File: config.mk
export PLATFORM = sky130hd
export DESIGN_NAME = weight_loader_flat
export DESIGN_NICKNAME = d
export VERILOG_FILES = /design/src/rtl/weight_loader_pkg.sv /design/src/rtl/weight_loader_if.sv /design/src/rtl/weight_loader_row_buffer.sv /design/src/rtl/weight_loader.sv /design/src/flat_wrapper.sv
export SDC_FILE = /design/constraint.sdc
export NUM_CORES = 1
export LEC_CHECK = 0
export CAP_MARGIN = 25
export CORE_MARGIN = 4
export CORE_UTILIZATION = 45
export DETAILED_ROUTE_END_ITERATION = 16
export DONT_BUFFER_PORTS = 1
export HOLD_SLACK_MARGIN = 0.02
export PLACE_DENSITY_LB_ADDON = 0.3
export SYNTH_ARGS = -nofsm -noshare
export SYNTH_HDL_FRONTEND = slang
export SYNTH_SLANG_ARGS = --single-unit
File: constraint.sdc
create_clock -name CLK -period 15.2 [get_ports CLK]
set_input_delay 1.52 -clock CLK [delete_from_list [all_inputs] [get_ports CLK]]
set_output_delay 1.52 -clock CLK [all_outputs]
set_load 0.005 [all_outputs]
File: src/rtl/weight_loader_pkg.sv
// Shared types for the weight loader: the FSM state enum, the default weight width
// and a helper that returns the counter width.
package weight_loader_pkg;

  localparam int DW_DEFAULT = 8;

  typedef enum logic [1:0] {
    IDLE  = 2'd0,
    FILL  = 2'd1,
    SHIFT = 2'd2,
    DONE  = 2'd3
  } wl_state_e;

  // The counter is at least one bit wide, so ROWS=1 still gets a legal vector.
  function automatic int cnt_w(input int n);
    return (n > 1) ? $clog2(n) : 1;
  endfunction

endpackage

File: src/rtl/weight_loader_if.sv
// Weight-row stream into the loader. Each beat is one row, with column c in s_data[c*DW +: DW].
// A beat transfers when s_valid and s_ready are both high at a rising edge.
interface weight_loader_if
  import weight_loader_pkg::*;
#(
  parameter int COLS = 8,
  parameter int DW   = DW_DEFAULT
) ();

  logic                 s_valid;
  logic                 s_ready;
  logic [COLS*DW-1:0]   s_data;

  modport master (output s_valid, output s_data, input  s_ready);
  modport slave  (input  s_valid, input  s_data, output s_ready);

endinterface

File: src/rtl/weight_loader_row_buffer.sv
// Tile buffer of ROWS x W raw bits. It has one registered write port and one combinational read port.
// The contents are not reset, because every row is written before it is read.
module weight_row_buffer #(
  parameter int ROWS = 8,
  parameter int W    = 64,
  parameter int AW   = 3
) (
  input  logic          clk_i,
  input  logic          wr_en_i,
  input  logic [AW-1:0] wr_addr_i,
  input  logic [W-1:0]  wr_data_i,
  input  logic [AW-1:0] rd_addr_i,
  output logic [W-1:0]  rd_data_o
);

  logic [W-1:0] mem_q [ROWS];

  always_ff @(posedge clk_i) begin
    if (wr_en_i) begin
      mem_q[wr_addr_i] <= wr_data_i;
    end
  end

  assign rd_data_o = mem_q[rd_addr_i];

endmodule

File: src/rtl/weight_loader.sv
// Buffers a ROWS-row weight tile, then shifts it down the PE columns bottom row first. Start to done is 1+fill+ROWS+1 cycles.
// FILL stalls on s_valid gaps. SHIFT never stalls. All outputs are registered.
module weight_loader
  import weight_loader_pkg::*;
#(
  parameter int ROWS = 8,
  parameter int COLS = 8,
  parameter int DW   = DW_DEFAULT
) (
  input  logic                CLK,
  input  logic                RESET_N,
  input  logic                start,
  weight_loader_if.slave      s_if,
  output logic [COLS*DW-1:0]  w_data,
  output logic                w_en,
  output logic                array_en,
  output logic                busy,
  output logic                done
);

  localparam int            CW          = cnt_w(ROWS);
  localparam logic [CW-1:0] LAST        = CW'(ROWS - 1);
  localparam logic [CW-1:0] SECOND_LAST = CW'(ROWS - 2);

  wl_state_e            state_q, state_d;
  logic [CW-1:0]        fill_cnt_q, fill_cnt_d;
  logic [CW-1:0]        shift_cnt_q, shift_cnt_d;
  logic                 s_ready_q, s_ready_d;
  logic                 w_en_q, w_en_d;
  logic                 array_en_q, array_en_d;
  logic                 busy_q, busy_d;
  logic                 done_q, done_d;
  logic [COLS*DW-1:0]   w_data_q, w_data_d;

  logic                 beat, last_beat, last_shift;
  logic [CW-1:0]        rd_addr;
  logic [COLS*DW-1:0]   rd_data;

  assign beat       = (state_q == FILL) && s_if.s_valid && s_ready_q;
  assign last_beat  = beat && (fill_cnt_q == LAST);
  assign last_shift = (state_q == SHIFT) && (shift_cnt_q == LAST);
  // This read address serves the next shift cycle. The final row of the tile bypasses the buffer.
  assign rd_addr    = SECOND_LAST - shift_cnt_q;

  weight_row_buffer #(
    .ROWS (ROWS),
    .W    (COLS*DW),
    .AW   (CW)
  ) u_buf (
    .clk_i     (CLK),
    .wr_en_i   (beat),
    .wr_addr_i (fill_cnt_q),
    .wr_data_i (s_if.s_data),
    .rd_addr_i (rd_addr),
    .rd_data_o (rd_data)
  );

  always_ff @(posedge CLK) begin
    if (!RESET_N) begin
      state_q     <= IDLE;
      fill_cnt_q  <= '0;
      shift_cnt_q <= '0;
      s_ready_q   <= 1'b0;
      w_en_q      <= 1'b0;
      array_en_q  <= 1'b0;
      busy_q      <= 1'b0;
      done_q      <= 1'b0;
      w_data_q    <= '0;
    end else begin
      state_q     <= state_d;
      fill_cnt_q  <= fill_cnt_d;
      shift_cnt_q <= shift_cnt_d;
      s_ready_q   <= s_ready_d;
      w_en_q      <= w_en_d;
      array_en_q  <= array_en_d;
      busy_q      <= busy_d;
      done_q      <= done_d;
      w_data_q    <= w_data_d;
    end
  end

  always_comb begin
    state_d     = state_q;
    fill_cnt_d  = fill_cnt_q;
    shift_cnt_d = shift_cnt_q;
    case (state_q)
      IDLE: begin
        if (start) begin
          state_d    = FILL;
          fill_cnt_d = '0;
        end
      end
      FILL: begin
        if (last_beat) begin
          state_d     = SHIFT;
          fill_cnt_d  = '0;
          shift_cnt_d = '0;
        end else if (beat) begin
          fill_cnt_d = fill_cnt_q + 1'b1;
        end
      end
      SHIFT: begin
        if (last_shift) begin
          state_d     = DONE;
          shift_cnt_d = '0;
        end else begin
          shift_cnt_d = shift_cnt_q + 1'b1;
        end
      end
      DONE:    state_d = IDLE;
      default: state_d = IDLE;
    endcase
  end

  // Outputs are decoded from the next state so each registered output lines up with the state it belongs to.
  always_comb begin
    s_ready_d  = (state_d == FILL);
    busy_d     = (state_d != IDLE);
    done_d     = (state_d == DONE);
    w_en_d     = (state_d == SHIFT);
    array_en_d = (state_d == SHIFT);
    w_data_d   = '0;
    if (state_d == SHIFT) begin
      w_data_d = (state_q == FILL) ? s_if.s_data : rd_data;
    end
  end

  assign s_if.s_ready = s_ready_q;
  assign w_data       = w_data_q;
  assign w_en         = w_en_q;
  assign array_en     = array_en_q;
  assign busy         = busy_q;
  assign done         = done_q;

endmodule

File: src/flat_wrapper.sv
// flat-port wrapper written by rule: the top's interface ports become plain ports
module weight_loader_flat import weight_loader_pkg::*;
#(
  parameter int ROWS = 8,
  parameter int COLS = 8,
  parameter int DW   = DW_DEFAULT
)
  (CLK, RESET_N, start, w_data, w_en, array_en, busy, done, s_if_s_valid, s_if_s_data, s_if_s_ready);
  weight_loader_if #(.COLS(COLS), .DW(DW)) s_if_i ();
  input  logic CLK;
  input  logic RESET_N;
  input  logic start;
  output logic [COLS*DW-1:0] w_data;
  output logic w_en;
  output logic array_en;
  output logic busy;
  output logic done;
  input wire logic [$bits(s_if_i.s_valid)-1:0] s_if_s_valid;
  input wire logic [$bits(s_if_i.s_data)-1:0] s_if_s_data;
  output wire logic [$bits(s_if_i.s_ready)-1:0] s_if_s_ready;
  assign s_if_i.s_valid = s_if_s_valid;
  assign s_if_i.s_data = s_if_s_data;
  assign s_if_s_ready = s_if_i.s_ready;
  weight_loader #(.ROWS(ROWS), .COLS(COLS), .DW(DW)) u_core (.CLK(CLK), .RESET_N(RESET_N), .start(start), .s_if(s_if_i), .w_data(w_data), .w_en(w_en), .array_en(array_en), .busy(busy), .done(done));
endmodule
==> results.txt <==
* Number of buffer and inverter instances along the worst setup path: 2
* Average vias per placed instance: slightly below 6
- Once detail routing completed, the nets flagged for antenna violations numbered 0.
- Number of buffers inserted during clock tree synthesis: 59
* Met3 routing resource usage after global routing: 0.03812
- Most frequent cells in the layout: 512 x sky130_fd_sc_hd__edfxtp_1, 131 x sky130_fd_sc_hd__nand2_1, 129 x sky130_fd_sc_hd__nor3b_1, 129 x sky130_fd_sc_hd__nor3_1, 98 x sky130_fd_sc_hd__mux2_2
- Buffer count from post-CTS setup fixing: 0
- In this run the vertical extent of the chip is between 200 and 250 um.
* MaxCap Viol Count: 0
* Synth Net Count: 1613
- Launch point of the critical path: u_core.shift_cnt_q[0]
* Post-Synthesis Cell Area: between 20000 and 25000 um^2
* Unrepaired setup endpoints after global routing: false
- WL final: 53040 um
* Final critical delay including setup and external delays: 3.921 ns
* Kind of start point of the critical path: register
- After detailed placement, the design holds a cell count of 2126.
* Crit path required time: 15.74 ns
- Number of inserted diodes: 0
* Post-route non-filler standard cell count: approximately 2200
* Io pins: around 140
- Measured along the x axis, the die boundary spans 236.3 um.
- Setup violators final: 0
- STA classifies the critical path endpoint as a register.
- In this run the power density over the cells is between 100 and 150 nW/um^2.
- For this run, global-route usage on met2 was measured as 0.3010.
- Mean instance size in the synthesized netlist: 15.23 um^2
- Warnings from Yosys: 0
* Worst Hold Slack: 0.6033 ns
- The first global-routing pass estimated 79740 um of wire.
- Number of synthesized register bits: around 600
- Nets: 1582
- Core Footprint: 51410 um^2
* CP most frequent cell: sky130_fd_sc_hd__buf_4
- Across all register-to-register paths, the minimum setup slack is 11.28 ns.
- Worst R2R Path Depth: 7
- Ratio of cells with drive above 1 in the final layout: 0.1558
- The final number of hold-violating endpoints was 0.
* Post-Route Setup TNS: 0 ns
- Across every metal layer, demand over resource in global routing totals 0.1838.
- Synthesis handed over a netlist of 1540 instances.
* Via count of the first global-routing pass: 12610
- The wire-length estimate of the detail-placed layout is 27010 um.
* Die Footprint: ~56000 um^2
* Worst setup path category: reg -> reg
* Number of filler cells placed in the layout: 4220
* Count of different cell masters after synthesis: 34
- The analysis attributes to cell leakage a power of around 9 nW.
- Count of cells resized by post-cts repair: 0
- Buffers inserted to repair hold after CTS numbered 0.
- Leading cell type in the layout, fill and taps excluded: sky130_fd_sc_hd__edfxtp_1
- Initial standard-cell utilization of the core: 0.4562
* Share of the core filled with cells in the final layout: 0.5100
- The layer flagged by global routing as most heavily used is met2.
- TritonCTS built the clock tree.
- Of all nets on the critical path, the largest fanout is 61.
* Sequential-to-total area share from yosys stat: 0.7205
- Delay-heaviest family, CP: buffers and inverters
- For met1 alone, demand over resource in global routing was 0.2529.
- GRT overflow: 0
- The endpoint identified for the worst register-to-register timing path is u_core.w_data[45].
* Worst-case clock buffer depth: 3
- Remaining design rule violation count: 0
* IO Port Bufs: 0
- Detailed routing inserted a total of 12970 vias.
* CP peak stage delay: about 0.79 ns
- Entering global routing, the biggest net connects 170 pins.
* RR Startpoint: u_core.shift_cnt_q[0]
- In this run the core area contains 83 standard-cell rows.
* Post-Place Worst Slack: ~11 ns
- Worst slew margin: 0.3051
* Worst Hold Path Cells: 2
* Final total power: ~3.3 mW
* Max-slew violation count: 0
- Worst Hold End: u_core.fill_cnt_q[1]
- Summing all non-filler instances in the final layout gives an area of 26220 um^2.
- Once placement finished, the instance area stood at 24070 um^2.
- After layout, the worst setup slack is roughly 11 ns.
* IR drop worst, VDD: 0.00008447 V
* Slowest stage cell on the critical path: sky130_fd_sc_hd__buf_4
- Dividing the final minimum period by the clock period gives 0.2580.
* Clock input transition at the sequential cells of the worst setup and hold paths: approximately 0.06 ns
- Data arrival time of the critical path: 4.46 ns
- Top achievable clock speed: 0.2550 GHz
- For this design, the sink count on the clock tree is 588.
- The H-tree was split into 2 levels.
* Result of the run: finished, final reports clean
- At the later pin of the worst-skew pair, clock insertion delay measures just over 0.6 ns.
- At the end of routability-driven placement, the weighted congestion stood at 0.7250.
- Across the routed clock network, the largest skew measured is 0.01712 ns.
* List of cells traversed by the critical path: ha_1 > xnor2_4 > buf_4 > buf_4 > mux2_2 > a211oi_1 > a32o_1
- Worst slew pin tran: 1.042 ns
- Path category of the worst min-delay check: reg -> reg
- In this run the most critical hold path is launched from u_core.fill_cnt_q[1].
* Iteration-0 DRC Markers: 952
- Wirelength per Cell: 23.68 um
* CTS root buffer: sky130_fd_sc_hd__clkbuf_16
- The initial antenna violation count came to 0.
- Area Overhead vs Synth: 11.80%
- Drt pass-1 iters: 5
[flip-flops by register name (all words and copies together), names as in the netlist]
name / cells
u_core.busy: 1
u_core.done: 1
u_core.fill_cnt_q: 3
u_core.s_if.s_ready: 1
u_core.shift_cnt_q: 3
u_core.state_q: 2
u_core.u_buf.mem_q: 512
u_core.w_data: 64
u_core.w_en: 1
[cells in the mapped netlist]
cell / number / area share
sky130_fd_sc_hd__nor2_1: 13 / 0.0021
sky130_fd_sc_hd__mux2_1: 30 / 0.014
sky130_fd_sc_hd__nor3b_1: 129 / 0.041
sky130_fd_sc_hd__nor3_1: 133 / 0.028
sky130_fd_sc_hd__mux2_2: 98 / 0.047
sky130_fd_sc_hd__clkbuf_1: 74 / 0.012
sky130_fd_sc_hd__dfxtp_1: 76 / 0.065
sky130_fd_sc_hd__nor4_1: 1 / 0.00027
sky130_fd_sc_hd__mux2i_1: 67 / 0.029
sky130_fd_sc_hd__a22oi_1: 2 / 0.00064
sky130_fd_sc_hd__and2_1: 2 / 0.00053
sky130_fd_sc_hd__nand2b_1: 6 / 0.0016
sky130_fd_sc_hd__xor2_1: 1 / 0.00037
sky130_fd_sc_hd__edfxtp_1: 512 / 0.66
sky130_fd_sc_hd__a211oi_1: 63 / 0.020
sky130_fd_sc_hd__and4b_1: 1 / 0.00043
sky130_fd_sc_hd__xnor2_2: 1 / 0.00069
sky130_fd_sc_hd__nand2_1: 131 / 0.021
sky130_fd_sc_hd__a211oi_2: 1 / 0.00053
sky130_fd_sc_hd__buf_6: 6 / 0.0029
sky130_fd_sc_hd__buf_4: 5 / 0.0016
sky130_fd_sc_hd__a32o_1: 61 / 0.026
sky130_fd_sc_hd__ha_1: 5 / 0.0027
sky130_fd_sc_hd__a21oi_1: 4 / 0.00085
sky130_fd_sc_hd__buf_1: 6 / 0.00096
sky130_fd_sc_hd__inv_1: 3 / 0.00048
sky130_fd_sc_hd__a22o_1: 3 / 0.0011
sky130_fd_sc_hd__and3_1: 2 / 0.00053
sky130_fd_sc_hd__nand3_1: 65 / 0.014
sky130_fd_sc_hd__nor2b_1: 3 / 0.00080
sky130_fd_sc_hd__buf_2: 29 / 0.0062
sky130_fd_sc_hd__a31oi_1: 3 / 0.00080
sky130_fd_sc_hd__o21ai_0: 3 / 0.00064
sky130_fd_sc_hd__clkbuf_2: 1 / 0.00021
[area by class of cell]
cell class,instances,area [um^2],share of cell area
Multi-Input combinational cell,828,6091,0.2323
Timing Repair Buffer,29,270.3,0.01031
Inverter,3,11.26,0.0004295
Clock buffer,89,1792,0.06834
Clock inverter,23,304.0,0.01160
Tap cell,680,850.8,0.03245
Sequential cell,588,16900,0.6446
[power breakdown]
group / switching, mW / internal (mW) / total (mW)
sequential: 0.00220 / 1.76 / 1.76
clock: 0.601 / 0.931 / 1.53
combinational: 0.00499 / 0.00166 / 0.00665
[worst max-delay path by stage]
stage / end / slack (ns) / cells past startpoint
after floorplan: u_core.u_buf.mem_q[0][0] / 6.85 / 2
after global placement: u_core.w_data[4] / 11.08 / 7
after detailed placement: u_core.w_data[4] / 11.05 / 7
after CTS: u_core.w_data[5] / 10.99 / 7
after global routing: u_core.w_data[32] / 11.02 / 7
final: u_core.w_data[45] / 11.28 / 7
[tightest hold or removal path, delay by kind of cell, from the launching register on]
| family | cells | cell delay, ns |
|---|---|---|
| AO/OA/AOI/OAI | 1 | 0.06 |
| flip-flops | 1 | 0.39 |
| AND/OR/NAND/NOR | 1 | 0.11 |
[metal layers]
| layer | up-vias | wire (um) | part of all wire |
|---|---|---|---|
| met2 | 341 | 25510 | 0.48 |
| met4 | 0 | 956 | 0.018 |
| met3 | 64 | 3339 | 0.063 |
| li1 | 5920 | - | - |
| met5 | - | 0 | 0 |
| met1 | 6641 | 23240 | 0.44 |
[cells by family after synthesis]
logic type	synth area share
adders and majority gates	0.002668
DFF	0.7205
muxes	0.09006
buffers and inverters	0.02417
and+or+nand+nor	0.1108
xor gates and xnor gates	0.001067
AOI/OAI and AO/OA	0.05079
Power figures use the tool's default switching activity.
